===== src/rtl/cp0_pkg.sv =====
// CP0 interrupt-unit shared definitions: register numbers, field positions,
// exception codes and the default handler address.
package cp0_pkg;

  localparam logic [4:0]  REG_STATUS = 5'd12;
  localparam logic [4:0]  REG_CAUSE  = 5'd13;
  localparam logic [4:0]  REG_EPC    = 5'd14;

  localparam int          BIT_IE     = 0;
  localparam int          BIT_EXL    = 1;
  localparam int          IM_LO      = 8;

  localparam logic [4:0]  EXC_INT    = 5'd0;
  localparam logic [31:0] HANDLER_BASE_DEF = 32'h8000_0180;
  localparam logic [31:0] EPC_MASK   = 32'hFFFF_FFFC;

  typedef struct packed {
    logic [7:0] im;
    logic       exl;
    logic       ie;
  } status_t;

  function automatic logic [31:0] status_word(status_t s);
    return {16'h0, s.im, 6'h0, s.exl, s.ie};
  endfunction

endpackage


===== src/rtl/interrupt_unit_if.sv =====
// CP0 access bus between the pipeline (master) and the interrupt unit (slave).
interface interrupt_unit_if #(
  parameter int NUM_LINES = 8
);
  logic [NUM_LINES-1:0] interrupt_lines;
  logic [4:0]           rd_regnum;
  logic [31:0]          rd_data;
  logic [4:0]           wr_regnum;
  logic [31:0]          wr_data;
  logic                 MTC0;
  logic                 ERET;
  logic                 stall;
  logic [31:0]          next_pc;
  logic                 takenInterrupt;
  logic [31:0]          handler_pc;
  logic [31:0]          EPC;

  modport master (
    output interrupt_lines, rd_regnum, wr_regnum, wr_data, MTC0, ERET, stall, next_pc,
    input  rd_data, takenInterrupt, handler_pc, EPC
  );

  modport slave (
    input  interrupt_lines, rd_regnum, wr_regnum, wr_data, MTC0, ERET, stall, next_pc,
    output rd_data, takenInterrupt, handler_pc, EPC
  );
endinterface


===== src/rtl/intr_prio_enc.sv =====
// Lowest-index-wins priority encoder over the pending, unmasked lines.
module intr_prio_enc #(
  parameter int NUM_LINES = 8
) (
  input  logic [NUM_LINES-1:0] i_req,
  output logic                 o_valid,
  output logic [2:0]           o_idx
);
  always_comb begin
    o_idx = 3'd0;
    for (int i = NUM_LINES - 1; i >= 0; i--)
      if (i_req[i]) o_idx = i[2:0];
  end

  assign o_valid = |i_req;
endmodule


===== src/rtl/interrupt_unit.sv =====
// CP0 interrupt unit: Status/Cause/EPC, line sampling, accept and ERET.
// Define INTR_VECTOR_EN to vector handler_pc by the highest-priority pending line.
module interrupt_unit
  import cp0_pkg::*;
#(
  parameter int          NUM_LINES    = 8,
  parameter logic [31:0] HANDLER_BASE = HANDLER_BASE_DEF
) (
  input  logic             clock,
  input  logic             reset,
  interrupt_unit_if.slave  bus
);
  logic [NUM_LINES-1:0] r_ip_q;
  status_t              r_status;
  logic [31:0]          r_epc;
  logic [4:0]           r_exccode;

  logic [7:0]  w_ip8;
  logic [7:0]  w_req8;
  logic        w_pending;
  logic        w_taken;

  always_comb begin
    w_ip8 = '0;
    w_ip8[NUM_LINES-1:0] = r_ip_q;
  end

  assign w_req8    = w_ip8 & r_status.im;
  assign w_pending = |w_req8;
  assign w_taken   = r_status.ie & ~r_status.exl & w_pending & ~bus.stall;

  // An accepted interrupt squashes this cycle's ERET/MTC0; they re-execute from EPC.
  always_ff @(posedge clock or negedge reset) begin
    if (!reset) begin
      r_ip_q    <= '0;
      r_status  <= '0;
      r_epc     <= '0;
      r_exccode <= '0;
    end else begin
      r_ip_q <= bus.interrupt_lines;
      if (w_taken) begin
        r_status.exl <= 1'b1;
        r_epc        <= bus.next_pc & EPC_MASK;
        r_exccode    <= EXC_INT;
      end else begin
        if (bus.ERET) r_status.exl <= 1'b0;
        if (bus.MTC0) begin
          case (bus.wr_regnum)
            REG_STATUS: begin
              r_status.ie  <= bus.wr_data[BIT_IE];
              r_status.exl <= bus.wr_data[BIT_EXL] & ~bus.ERET;
              r_status.im  <= bus.wr_data[IM_LO +: 8];
            end
            REG_EPC: r_epc <= bus.wr_data & EPC_MASK;
            default: ;
          endcase
        end
      end
    end
  end

  always_comb begin
    case (bus.rd_regnum)
      REG_STATUS: bus.rd_data = status_word(r_status);
      REG_CAUSE:  bus.rd_data = {16'h0, w_ip8, 1'b0, r_exccode, 2'b00};
      REG_EPC:    bus.rd_data = r_epc;
      default:    bus.rd_data = '0;
    endcase
  end

  assign bus.takenInterrupt = w_taken;
  assign bus.EPC            = r_epc;

`ifdef INTR_VECTOR_EN
  logic       w_vld;
  logic [2:0] w_idx;

  intr_prio_enc #(.NUM_LINES(NUM_LINES)) u_prio (
    .i_req   (w_req8[NUM_LINES-1:0]),
    .o_valid (w_vld),
    .o_idx   (w_idx)
  );

  assign bus.handler_pc = w_vld ? HANDLER_BASE + {24'h0, w_idx, 5'h0} : HANDLER_BASE;
`else
  assign bus.handler_pc = HANDLER_BASE;
`endif

endmodule


===== src/flat_wrapper.sv =====
// flat-port wrapper written by rule: the top's interface ports become plain ports
module interrupt_unit_flat import cp0_pkg::*;
#(
  parameter int          NUM_LINES    = 8,
  parameter logic [31:0] HANDLER_BASE = HANDLER_BASE_DEF
)
  (clock, reset, bus_interrupt_lines, bus_rd_regnum, bus_wr_regnum, bus_wr_data, bus_MTC0, bus_ERET, bus_stall, bus_next_pc, bus_rd_data, bus_takenInterrupt, bus_handler_pc, bus_EPC);
  interrupt_unit_if #(.NUM_LINES(NUM_LINES)) bus_i ();
  input  logic clock;
  input  logic reset;
  input wire logic [$bits(bus_i.interrupt_lines)-1:0] bus_interrupt_lines;
  input wire logic [$bits(bus_i.rd_regnum)-1:0] bus_rd_regnum;
  input wire logic [$bits(bus_i.wr_regnum)-1:0] bus_wr_regnum;
  input wire logic [$bits(bus_i.wr_data)-1:0] bus_wr_data;
  input wire logic [$bits(bus_i.MTC0)-1:0] bus_MTC0;
  input wire logic [$bits(bus_i.ERET)-1:0] bus_ERET;
  input wire logic [$bits(bus_i.stall)-1:0] bus_stall;
  input wire logic [$bits(bus_i.next_pc)-1:0] bus_next_pc;
  output wire logic [$bits(bus_i.rd_data)-1:0] bus_rd_data;
  output wire logic [$bits(bus_i.takenInterrupt)-1:0] bus_takenInterrupt;
  output wire logic [$bits(bus_i.handler_pc)-1:0] bus_handler_pc;
  output wire logic [$bits(bus_i.EPC)-1:0] bus_EPC;
  assign bus_i.interrupt_lines = bus_interrupt_lines;
  assign bus_i.rd_regnum = bus_rd_regnum;
  assign bus_i.wr_regnum = bus_wr_regnum;
  assign bus_i.wr_data = bus_wr_data;
  assign bus_i.MTC0 = bus_MTC0;
  assign bus_i.ERET = bus_ERET;
  assign bus_i.stall = bus_stall;
  assign bus_i.next_pc = bus_next_pc;
  assign bus_rd_data = bus_i.rd_data;
  assign bus_takenInterrupt = bus_i.takenInterrupt;
  assign bus_handler_pc = bus_i.handler_pc;
  assign bus_EPC = bus_i.EPC;
  interrupt_unit #(.NUM_LINES(NUM_LINES), .HANDLER_BASE(HANDLER_BASE)) u_core (.clock(clock), .reset(reset), .bus(bus_i));
endmodule

===== config.mk =====
export PLATFORM = sky130hd
export DESIGN_NAME = interrupt_unit_flat
export DESIGN_NICKNAME = d
export VERILOG_FILES = /design/src/rtl/cp0_pkg.sv /design/src/rtl/interrupt_unit_if.sv /design/src/rtl/intr_prio_enc.sv /design/src/rtl/interrupt_unit.sv /design/src/flat_wrapper.sv
export SDC_FILE = /design/constraint.sdc
export NUM_CORES = 1
export LEC_CHECK = 0
export CORE_MARGIN = 2
export CORE_UTILIZATION = 36
export CTS_CLUSTER_DIAMETER = 80
export DETAILED_ROUTE_END_ITERATION = 7
export PLACE_DENSITY = 0.81
export SYNTH_ARGS = -nofsm -noshare
export SYNTH_HDL_FRONTEND = slang
export SYNTH_SLANG_ARGS = --single-unit

===== constraint.sdc =====
create_clock -name clock -period 2.3 [get_ports clock]
set_input_delay 0.46 -clock clock [delete_from_list [all_inputs] [get_ports clock]]
set_output_delay 0.46 -clock clock [all_outputs]
set_load 0.02 [all_outputs]

Word-level counts from Yosys, hierarchy flattened
Cells that the tools add are included.
- flip-flop bits (word level): 50
- bits of input ports: 87
- output and inout port bits: 97
- logic and storage cells: 32
- equal/unequal tests: 5
- mux-type cells: 8
- bitwise logic cells: 9
- reduce and logical (&&, ||, !) cells: 5
- operators with widths (operator ; count):
    $mux W32 ; 3
    $pmux W32 S3 ; 1
    $eq A5 B4 Y1 const B ; 5
    $and A8 B8 Y8 ; 1
    $reduce_or A8 Y1 ; 1
    $and A1 B1 Y1 ; 4
    $mux W2 ; 2
    $not A1 Y1 ; 4
    $reduce_bool A2 Y1 ; 2
    $reduce_and A3 Y1 ; 1
    $mux W1 ; 2
    $reduce_and A2 Y1 ; 1

Logic depth before layout (Yosys ltp)
Gate-level depths: netlist (run 1).
- depth in word-level cells: 6
- mapped depth: 5
- depth with buffers taken out: 4

Worst setup path before layout (run 1)
Ideal clock, no wire load.
- path kind: input port to output port
- start point: in bus_rd_regnum[4]
- end point: out bus_rd_data[0]
- data arrival time: 1540 ps
- setup slack: 300 ps
- stages on the path: 3
- buffers on the path: 1
- cells stage by stage: or3_1 clkbuf_1 nor3b_1
- word-level cells in the longest chain between the ends: 2
- elaborated cells on any way between the ends: 4
- RTL lines (what ; line ; source):
    start: declaration ; flat_wrapper.sv:12 ; input wire logic [$bits(bus_i.rd_regnum)-1:0] bus_rd_regnum;
    $eq A5 B4 Y1 ; interrupt_unit.sv:63 ; case (bus.rd_regnum)
    $pmux W32 S3 * ; interrupt_unit.sv:63 ;
    end: declaration ; flat_wrapper.sv:19 ; output wire logic [$bits(bus_i.rd_data)-1:0] bus_rd_data;
Every way passes the cells marked *; elsewhere a longest branch is shown, timed or not.

Worst setup path after layout (run 1)
- start point: in bus_rd_regnum[2]
- end point: out bus_rd_data[15]
Same word-level chain as after synthesis.

==> run summary, run 1 <==
Worst VDD drop - 530 uV
Core Util, Final - 59.5%
Core Rows - 31
CP Max Fanout - 10
Most frequent cells in the layout - clkdlybuf4s50_1 (108), mux2_2 (63), dfrtp_1 (48)
Leading area contributor after synthesis - dfrtp_1
Initial core utilization - 37.4%
Gr ovfl total - 0
Lkg Pwr - 1.93 nW
Clock slew at reported path FFs - 0.09 ns
Max Clk Rate - 462 MHz
CP required - 1.84 ns
Chip height - 91.3 um
Synth Warn # - 0
CTS tree - built
Clk root buf - clkbuf_8
Largest net degree at the start of global routing - 33
Rel. slew slack - 61.1%
Yosys cell types - 23
Top cell type's share of synthesized area - 43.8%
Layout cell share with drive strength beyond 1 - 33.0%
CTS H-Tree Depth - 2
Max-cap violations - 0
Layout area overhead - 59.1%
Crit path DAT - 1.70 ns
Vias in the first global route - 2,363
Cells after Synth - 233
Initial antenna violation count - 0
GRT Resource Usage Total - 18.5%
Hold crit path type - in2async
Diode count - 0
Final setup vio count - 0
Max Transition Viols Final - 0
Routed vias/inst - 4.64
I/O pin count - 184
Fin. Hold Viols - 0
Final wirelength - 7600 um
Port Buffer Count - 147
Startpoint Class - primary input
Routed length per instance - 15.6 um
Routed Antenna Nets - 0
Die W - 91.3 um
Status - complete, no violations
DRC - 0
Core box area - 0.00733 mm^2
Most common cell after layout, fill and taps aside - clkdlybuf4s50_1
Clk Latency, worst-skew pair - 0.30 ns
Sequential fraction of the synthesis area - 43.8%
Die ar. - 0.00834 mm^2
Kind of critical path - in2out
Worst Max-Slew Pin Slew - 0.583 ns
RePlAce Congestion - 0.778
Initial DRT Pass Iterations - 4
Critical path capture point type - output port
Fin nets - 474
Overall Power - 3.91 mW
Initial drt markers - 44
Worst-case clock buffer depth - 2
CTS Buf Count - 5
RSZ-0062 raised after global routing - no
Global-route wire length before repair - 12,000 um
Synth area leaders - dfrtp_1 (44%), mux2_2 (26%), buf_4 (9.3%), and2_1 (5.0%), mux2i_1 (3.6%)
Mapped Area - 0.00274 mm^2
Detail Placement HPWL - 5750 um
#FFs+latches synth - 48
DR vias - 2,261
Fin crit period - 2.16 ns
Fin Clk Skew - 0.00688 ns
PwrDens - 897 mW/mm^2
Clock sinks - 48
Worst Reg-to-Reg Cells - 5
Fin crit share - 94.0%
Post-CTS Hold Buffers - 0
Mean post-synth cell area - 11.8 um^2
sequential cells by signal, summed over array words and instances (netlist names):
signal / count
u_core.r_status: 10
u_core.r_ip_q: 8
u_core.bus.EPC: 30
worst max-delay path, stage by stage:
cell and delay, ns:
dlygate4sd2_1 0.23, nand2_2 0.09, or3_4 0.47, o21ai_0 0.17, clkdlybuf4s15_2 0.28
synth_stat cells, drive strengths merged:
master  number
dfrtp       48
a31oi        1
inv          2
nor3b        2
nand3        1
conb         2
nor4         2
or4          1
nand4        1
nand2b       1
mux2        68
mux2i       10
or3          1
a22oi        4
and2        22
nand2       11
nor4b        1
nor2         1
clkbuf       5
buf         40
o21ai        9
worst paths after layout:
path,startpoint,endpoint,slack (ns)
worst min-delay path,reset,u_core.bus.EPC[11],0.14
max in group asynchronous,reset,u_core.bus.EPC[9],1.62
worst min register to register,u_core.r_status[8],u_core.r_status[8],0.54
worst max-delay path,bus_rd_regnum[2],bus_rd_data[15],0.14
worst max register to register,u_core.r_status[9],u_core.bus.EPC[29],0.42
min in group clock,u_core.r_status[8],u_core.r_status[8],0.54
per-stage QoR:
stage / setup TNS, ns / area, um^2 / hold WS (ns) / instances / worst slack (ns)
floorplan: 0 / 2860 / 0.164 / 265 / 0.300
global placement: -16.56 / 4260 / 0.487 / 475 / -0.464
detailed placement: -18.89 / 4260 / 0.492 / 475 / -0.525
CTS: 0 / 4360 / 0.155 / 487 / 0.0334
global route: 0 / 4370 / 0.174 / 487 / 0.0494
finish: 0 / 4370 / 0.138 / 487 / 0.138
where the power goes:
| group | switching, mW | internal (mW) | total [mW] |
|---|---|---|---|
| combinational | 0.847 | 1.13 | 1.98 |
| sequential | 0.247 | 1.17 | 1.42 |
| clock | 0.301 | 0.218 | 0.519 |
cell type report:
cell class	instances	area [um^2]
well taps	99	124
fillers	618	2970
flip-flops and latches	48	1200
clock inverters	3	22.5
clock buffers	5	68.8
multi-input cells	170	1390
repair buffers	160	1550
inverters	2	7.51
logic make-up (layout without fill, tap and decap cells):
logic type / count (synthesis) / after routing / share of synthesized area, %
muxes: 78 / 78 / 31.6
DFF: 48 / 48 / 43.8
buffers and inverters: 47 / 170 / 11.4
and+or+nand+nor: 44 / 44 / 9.53
AOI/OAI and AO/OA: 14 / 14 / 3.51
other: 2 / 34 / 0.274
layer usage:
metal	vias to the layer above	wire length, um	GRT usage [%]
met5	-	0	0
met1	1089	2960	20.9
met3	15	564	5.64
met4	0	153	5.81
li1	1047	-	-
met2	110	3920	33.1
timing repair:
action / CTS / global route
pin swaps: 4 / 1
endpoints found under the setup margin: 33 / 22
resized for setup: 176 / 3
cloned: 2 / 0
setup buffers: 2 / 0
Power figures use the tool's default switching activity.
==> inputs of run 2 (changes only) <==
--- a/config.mk
+++ b/config.mk
@@ -6,10 +6,10 @@
 export NUM_CORES = 1
 export LEC_CHECK = 0
 export CORE_MARGIN = 2
-export CORE_UTILIZATION = 36
+export CORE_UTILIZATION = 39
 export CTS_CLUSTER_DIAMETER = 80
 export DETAILED_ROUTE_END_ITERATION = 7
-export PLACE_DENSITY = 0.81
+export PLACE_DENSITY = 0.87
 export SYNTH_ARGS = -nofsm -noshare
 export SYNTH_HDL_FRONTEND = slang
 export SYNTH_SLANG_ARGS = --single-unit
==> constraint.sdc (replaced) <==
create_clock -name clock -period 2.6 [get_ports clock]
set_input_delay 0.52 -clock clock [delete_from_list [all_inputs] [get_ports clock]]
set_output_delay 0.52 -clock clock [all_outputs]
set_load 0.02 [all_outputs]
==> run 2 against run 1 <==
Total power shrank 12%; first-iteration DRC count grew 23%; critical path depth grew 2; core utilization grew 2.4 points; sequential power shrank 12%; sequential share of layout area grew 1.0 points.
==> run summary, run 2 (synthesized netlist as in run 1, its figures left out) <==
Status - complete, no violations
Largest register FFs - 30 (unchanged)
Final setup vio count - 0 (unchanged)
Die ar. - 0.00772 mm^2 (-7.4%)
Layout cell share with drive strength beyond 1 - 31.9% (-1.1 points)
Core Rows - 30 (-3.2%)
Met2 GRT Util - 35.4% (+2.3 points)
Kind of critical path - in2out
Largest net degree at the start of global routing - 49 (+48%)
Clock share of power - 13.6% (+0.3 points)
Layout area overhead - 53.5%
Fillers - 578 (-6.5%)
CP peak stage delay - 0.49 ns (+0.02 ns)
Initial antenna violation count - 0 (unchanged)
Crit path DAT - 2.03 ns (+0.33 ns)
Cell internal pwr - 2.24 mW (-11%)
Vias in the first global route - 2,379 (+0.68%)
Met3 Usage GRT - 6.13% (+0.48 points)
PwrDens - 821 mW/mm^2 (-8.4%)
Routed vias/inst - 4.67 (+0.50%)
Most common cell after layout, fill and taps aside - clkdlybuf4s50_1
Max-cap violations - 0 (unchanged)
Worst VDD drop - 504 uV (-4.9%)
Fin crit share - 98.1%
Psw - 1.22 mW (-13%)
Fin crit period - 2.55 ns
Port Buffer Count - 147 (unchanged)
Worst Reg-to-Reg Cells - 5 (unchanged)
Gr ovfl total - 0 (unchanged)
Slowest-stage cell, CP - clkdlybuf4s50_1
Max Transition Viols Final - 0 (unchanged)
RePlAce Congestion - 0.723 (-7.1%)
Detail Placement HPWL - 5730 um (-0.38%)
Initial DRT Pass Iterations - 4 (unchanged)
Fin Clk Skew - 0.00611 ns (-0.000775 ns)
Clk root buf - clkbuf_8
Die W - 87.9 um (-3.8%)
Post-CTS Hold Buffers - 0 (unchanged)
Stages on the worst setup path - 7 (+2)
Final wirelength - 7580 um (-0.29%)
Core box area - 0.00679 mm^2 (-7.3%)
CP delay by family, top - buffers and inverters
Initial drt markers - 54 (+23%)
Logic pwr share - 50.3% (-0.3 points)
Max Clk Rate - 392 MHz
Worst-case clock buffer depth - 2 (unchanged)
Overall Power - 3.46 mW (-12%)
Startpoint Class - primary input
I/O pin count - 184 (unchanged)
Sequential power share - 36.1% (about the same)
Fin nets - 472 (-0.42%)
M1 GR Usage - 21.9% (+1.1 points)
Critical path capture point type - output port
Routed Antenna Nets - 0 (unchanged)
Worst Max-Slew Pin Slew - 0.625 ns (+0.0420 ns)
GRT Resource Usage Total - 19.6% (+1.1 points)
CTS H-Tree Depth - 2 (unchanged)
Gr busiest metal - met2
RSZ-0062 raised after global routing - no
Chip height - 87.9 um (-3.8%)
DR vias - 2,249 (-0.53%)
Lkg Pwr - 1.87 nW (-3.3%)
CP required - 2.08 ns (+0.24 ns)
Clock slew at reported path FFs - 0.09 ns (about the same)
Fin. Hold Viols - 0 (unchanged)
Routed length per instance - 15.7 um (+0.74%)
Initial core utilization - 40.4% (+3.0 points)
DRC - 0 (unchanged)
CP Cell Sequence - clkdlybuf4s50_1, nor4b_4, buf_4, buf_6, nand2_1, o21ai_0, buf_2
Diode count - 0 (unchanged)
Worst Path Buf+Inv - 4 (+2)
CTS Buf Count - 5 (unchanged)
Global-route wire length before repair - 11,500 um (-4.0%)
Post-Route Setup TNS - 0 ns (unchanged)
Clk Latency, worst-skew pair - 0.30 ns (about the same)
Sw frac - 35.3% (-0.38 points)
Rel. slew slack - 58.3% (-2.8 points)
Clock sinks - 48 (unchanged)
Most frequent cells in the layout - clkdlybuf4s50_1 (114), mux2_2 (63), dfrtp_1 (48)
CTS tree - built
CP Max Fanout - 11 (+1)
Hold crit path type - in2async
==> run 2: cell types whose count changed in the layout (fill, tap and decap cells not counted), sizes merged <==
cell / delta
buf: -7
clkbuf: +9
clkdlybuf4s15: -3
clkdlybuf4s50: +6
clkinv: -2
clkinvlp: +2
dlygate4sd2: -4
dlymetal6s2s: -2
inv: -1
==> run 2: routing by layer <==
metal,share of wire [%],vias up
met5,0,-
li1,-,1039
met4,1.0,0
met3,8.0,6
met1,37,1091
met2,54,113
==> run 2: worst paths after layout <==
path	endpoint	slack, ns	startpoint
worst max-delay path	bus_rd_data[8]	0.05	bus_rd_regnum[4]
worst min-delay path	u_core.bus.EPC[12]	0.30	reset
worst max register to register	u_core.bus.EPC[22]	0.63	u_core.r_status[9]
worst min register to register	u_core.r_status[3]	0.54	u_core.r_status[3]
max in group asynchronous	u_core.bus.EPC[22]	1.86	reset
min in group clock	u_core.r_status[3]	0.54	u_core.r_status[3]
==> run 2: layout make-up <==
class,count,area (um^2),area share [%]
Timing Repair Buffer,158,1400,33.2
Multi-Input combinational cell,170,1390,32.9
Sequential cell,48,1200,28.5
Tap cell,96,120,2.85
Clock buffer,6,82.6,1.96
Clock inverter,2,15.0,0.357
Inverter,2,7.51,0.178
==> run 2: power groups by stage <==
stage / sequential, mW / combinational (mW) / clock [mW]
after floorplan: 1.51 / 0.723 / 0
after global placement: 1.25 / 1.72 / 0
after detailed placement: 1.27 / 1.76 / 0
after CTS: 1.26 / 1.76 / 0.490
after global routing: 1.30 / 1.86 / 0.521
final: 1.25 / 1.74 / 0.470
==> run 2: stage by stage <==
step	util, %	setup WS, ns	hold slack [ns]	std cells	cell area (um^2)
after floorplan	-	0.480	0.224	265	2860
after global placement	62.2	-0.347	0.519	471	4220
after detailed placement	62.2	-0.389	0.520	471	4220
after CTS	63.5	0.000521	0.332	482	4320
after global routing	62.0	0.00283	0.359	482	4210
final	62.0	0.0502	0.303	482	4210
==> run 2: timing repair <==
| item | CTS | global route |
|---|---|---|
| setup endpoints to repair | 32 | 32 |
| cloned | 1 | 0 |
| pin swaps | 1 | 1 |
| hold endpoints to repair | 0 | 0 |
| setup buffers | 2 | 0 |
| gates resized for setup | 110 | 27 |
==> inputs of run 3 (changes only) <==
--- a/config.mk
+++ b/config.mk
@@ -5,11 +5,14 @@
 export SDC_FILE = /design/constraint.sdc
 export NUM_CORES = 1
 export LEC_CHECK = 0
+export ABC_AREA = 1
+export CORE_ASPECT_RATIO = 1.25
 export CORE_MARGIN = 2
-export CORE_UTILIZATION = 39
+export CORE_UTILIZATION = 40
 export CTS_CLUSTER_DIAMETER = 80
 export DETAILED_ROUTE_END_ITERATION = 7
-export PLACE_DENSITY = 0.87
+export GPL_TIMING_DRIVEN = 0
+export PLACE_DENSITY = 0.84
 export SYNTH_ARGS = -nofsm -noshare
 export SYNTH_HDL_FRONTEND = slang
 export SYNTH_SLANG_ARGS = --single-unit
==> run 3 against run 2 <==
Maximum frequency rose by 2.1%; worst setup slack gained 0.053 ns; first-iteration DRC count grew to 2.8 times the previous value; via count grew 52%; synthesized cell count increased by 99%; critical endpoint is now bus_rd_data[4]; largest cell class unchanged; highest routed layer unchanged.
==> run summary, run 3 <==
Startpoint Class - primary input
Synth cell count leaders - nand2_1 (179), nand3_1 (78), inv_1 (59), dfrtp_1 (48), buf_4 (38)
Initial antenna violation count - 0 (unchanged)
Diode count - 0 (unchanged)
Clock slew at reported path FFs - 0.09 ns (about the same)
CTS H-Tree Depth - 2 (unchanged)
CP required - 2.08 ns (about the same)
Most common cell after layout, fill and taps aside - nand2_1
Lkg Pwr - 2.75 nW (+47%)
Multi-input gate area - 0.00141 mm^2 (+1.7%)
Worst Path Buf+Inv - 5 (+1)
Kind of critical path - in2out
Routed vias/inst - 4.56 (-2.2%)
Routed Antenna Nets - 0 (unchanged)
Crit path DAT - 1.98 ns (-0.05 ns)
Max Transition Viols Final - 0 (unchanged)
Initial DRT Pass Iterations - 4 (unchanged)
Ys flop type - dfrtp_1
Clock share of power - 16.3% (+2.7 points)
Chip height - 103 um (+17%)
Gr ovfl total - 0 (unchanged)
Max-cap violations - 0 (unchanged)
PwrDens - 704 mW/mm^2 (-14%)
CP delay by family, top - buffers and inverters
Post-Synth Adder-Cell Area - 0% (unchanged)
DRC - 0 (unchanged)
Post-synthesis mux area share - 0% (-32 points)
Yosys cell types - 18 (-22%)
Layout area overhead - 56.1%
Count leader, synth - nand2_1
Clk root buf - clkbuf_8
Fin nets - 741 (+57%)
Mapped Area - 0.00315 mm^2 (+15%)
Initial core utilization - 40.9% (+0.47 points)
Cells after Synth - 464 (+99%)
Fin Clk Skew - 0.00532 ns (-0.000785 ns)
CTS Buf Count - 5 (unchanged)
Core box area - 0.00770 mm^2 (+13%)
Fin crit period - 2.50 ns (-0.0528 ns)
Fillers - 701 (+21%)
Layout cell share with drive strength beyond 1 - 16.5% (-15 points)
Mean post-synth cell area - 6.78 um^2 (-42%)
Worst Max-Slew Pin Slew - 0.646 ns (+0.0205 ns)
Fin. Hold Viols - 0 (unchanged)
Rel. slew slack - 57.0% (-1.4 points)
RePlAce Congestion - 0.855 (+18%)
Largest net degree at the start of global routing - 27 (-45%)
Hold crit path type - in2async
Synth Warn # - 0 (unchanged)
Sequential power share - 36.0% (about the same)
Fin Hold WS - 0.241 ns (-0.0628 ns)
DR vias - 3,423 (+52%)
GRT Resource Usage Total - 22.2% (+2.6 points)
Final std cells w/o fill - 750 (+56%)
Psw - 1.34 mW (+10%)
Worst-case clock buffer depth - 2 (unchanged)
Sequential fraction of the synthesis area - 38.2% (-5.6 points)
Final worst slack - 0.103 ns (+0.0528 ns)
I/O pin count - 184 (unchanged)
Cells after DPL - 739 (+57%)
Slowest-stage cell, CP - clkdlybuf4s50_1
Dpl ws - -0.407 ns (-0.0183 ns)
CP Max Fanout - 10 (-1)
Compound-gate portion of the synthesized area - 0.159% (-3.4 points)
Initial drt markers - 152 (+180%)
Worst VDD drop - 407 uV (-19%)
Max Clk Rate - 400 MHz (+2.1%)
Leading area contributor after synthesis - dfrtp_1
Logic pwr share - 47.7% (-2.6 points)
Most frequent cells in the layout - nand2_1 (179), clkdlybuf4s50_1 (113), nand3_1 (78)
Post-synth EDFFs - 0 (unchanged)
Register area - 0.00120 mm^2 (unchanged)
Sw frac - 38.9% (+3.6 points)
Clk Latency, worst-skew pair - 0.30 ns (about the same)
Main combinational cell family by area after synthesis - simple AND/OR/NAND/NOR gates
Status - complete, no violations
Async SR Flop Fraction - 100% (unchanged)
Post-CTS Hold Buffers - 0 (unchanged)
CP peak stage delay - 0.47 ns (-0.02 ns)
Synth Area in XOR/XNOR - 0% (unchanged)
Core Rows - 36 (+20%)
CP Cell Sequence - clkdlybuf4s50_1, nand2_2, nor2_1, and3_1, buf_6, inv_4, buf_6, nor2_1, buf_4
Clock sinks - 48 (unchanged)
Die W - 83.3 um (-5.2%)
RSZ-0062 raised after global routing - yes
Die ar. - 0.00860 mm^2 (+11%)
Cell internal pwr - 2.11 mW (-5.6%)
Largest register FFs - 30 (unchanged)
Critical path capture point type - output port
Final wirelength - 9620 um (+27%)
Synth area leaders - dfrtp_1 (38%), nand2_1 (21%), nand3_1 (12%), buf_4 (9.1%), inv_1 (7.0%)
Vias in the first global route - 3,272 (+38%)
#FFs+latches synth - 48 (unchanged)
Post-synthesis simple-gate area fraction - 40.4% (+31 points)
Fin crit share - 96.0% (-2.0 points)
Detail Placement HPWL - 7600 um (+33%)
Global-route wire length before repair - 15,400 um (+33%)
Port Buffer Count - 147 (unchanged)
Final setup vio count - 0 (unchanged)
CTS tree - built
Routed length per instance - 12.8 um (-18%)
Top cell type's share of synthesized area - 38.2% (-5.6 points)
==> run 3: cell count changes after synthesis, sizes merged, moves of 2 or more <==
cell and delta:
nor2 +29, inv +59, and2 -22, clkbuf -2, nand2 +171, o21ai -8, mux2i -10, nand3 +77
nor3b -2, buf +14, a22oi -4, mux2 -68
==> run 3: kinds of logic (layout without fill, tap and decap cells) <==
logic type	count (synthesis)	count (layout)
other	2	34
AND/OR/NAND/NOR	295	295
AO/OA/AOI/OAI	1	1
buffers and inverters	118	277
flip-flops	48	48
==> run 3: worst register-to-register path: stages (launching register included) <==
cell     delay, ns
dfrtp_1       0.42
nand2_1       0.09
nand2_1       0.07
nor2_1        0.12
nand2_1       0.16
nand2_4       0.19
buf_6         0.17
nand2_1       0.07
nand2_1       0.06
nand2_1       0.05
==> run 3: metal layers <==
metal | vias to the layer above | global-route usage (%) | share of wire [%]
li1 | 1710 | - | -
met1 | 1552 | 26.1 | 39
met2 | 149 | 41.1 | 53
met3 | 12 | 4.48 | 6.9
met4 | 0 | 6.68 | 1.6
met5 | - | 0 | 0
==> run 3: worst paths after layout <==
path | from | end | slack (ns) | cells after the start
min reg2reg | u_core.r_status[0] | u_core.r_status[0] | 0.50 | 2
min | reset | u_core.r_ip_q[6] | 0.24 | 1
min in group clock | u_core.r_status[0] | u_core.r_status[0] | 0.50 | 2
max reg2reg | u_core.r_status[9] | u_core.bus.EPC[12] | 1.11 | 9
max | bus_rd_regnum[3] | bus_rd_data[4] | 0.10 | 9
max in group asynchronous | reset | u_core.bus.EPC[6] | 1.82 | 2
==> run 3: final cells by class <==
| type | count | share of cell area (%) |
|---|---|---|
| repair buffers | 151 | 28.3 |
| inverters | 61 | 4.71 |
| multi-input cells | 330 | 28.7 |
| well taps | 95 | 2.42 |
| flip-flops and latches | 48 | 24.5 |
| clock inverters | 2 | 0.790 |
| plain buffers | 57 | 8.97 |
| clock buffers | 6 | 1.68 |
==> run 3: repair_timing <==
item                                    CTS  global route
endpoints found under the setup margin   33            32
buffers inserted                          2             1
resized for setup                        93            40
pin swaps                                 2             0
==> run 3: power by group through the flow <==
stage	Clock [mW]	Combinational [mW]	Sequential, mW
floorplan	0	0.591	1.50
finish	0.565	1.65	1.25
detailed placement	0	1.66	1.26
CTS	0.579	1.66	1.25
global route	0.611	1.80	1.28
global placement	0	1.62	1.25
==> run 3: per-stage QoR <==
| step | setup TNS (ns) | total power, mW | utilization (%) | cell area, um^2 |
|---|---|---|---|---|
| detailed placement | -11.07 | 2.92 | 63.4 | 4880 |
| CTS | 0 | 3.48 | 63.6 | 4900 |
| floorplan | 0 | 2.09 | - | 3270 |
| finish | 0 | 3.46 | 63.8 | 4910 |
| global route | -0.0512 | 3.69 | 63.8 | 4910 |
| global placement | -25.05 | 2.87 | 63.1 | 4860 |
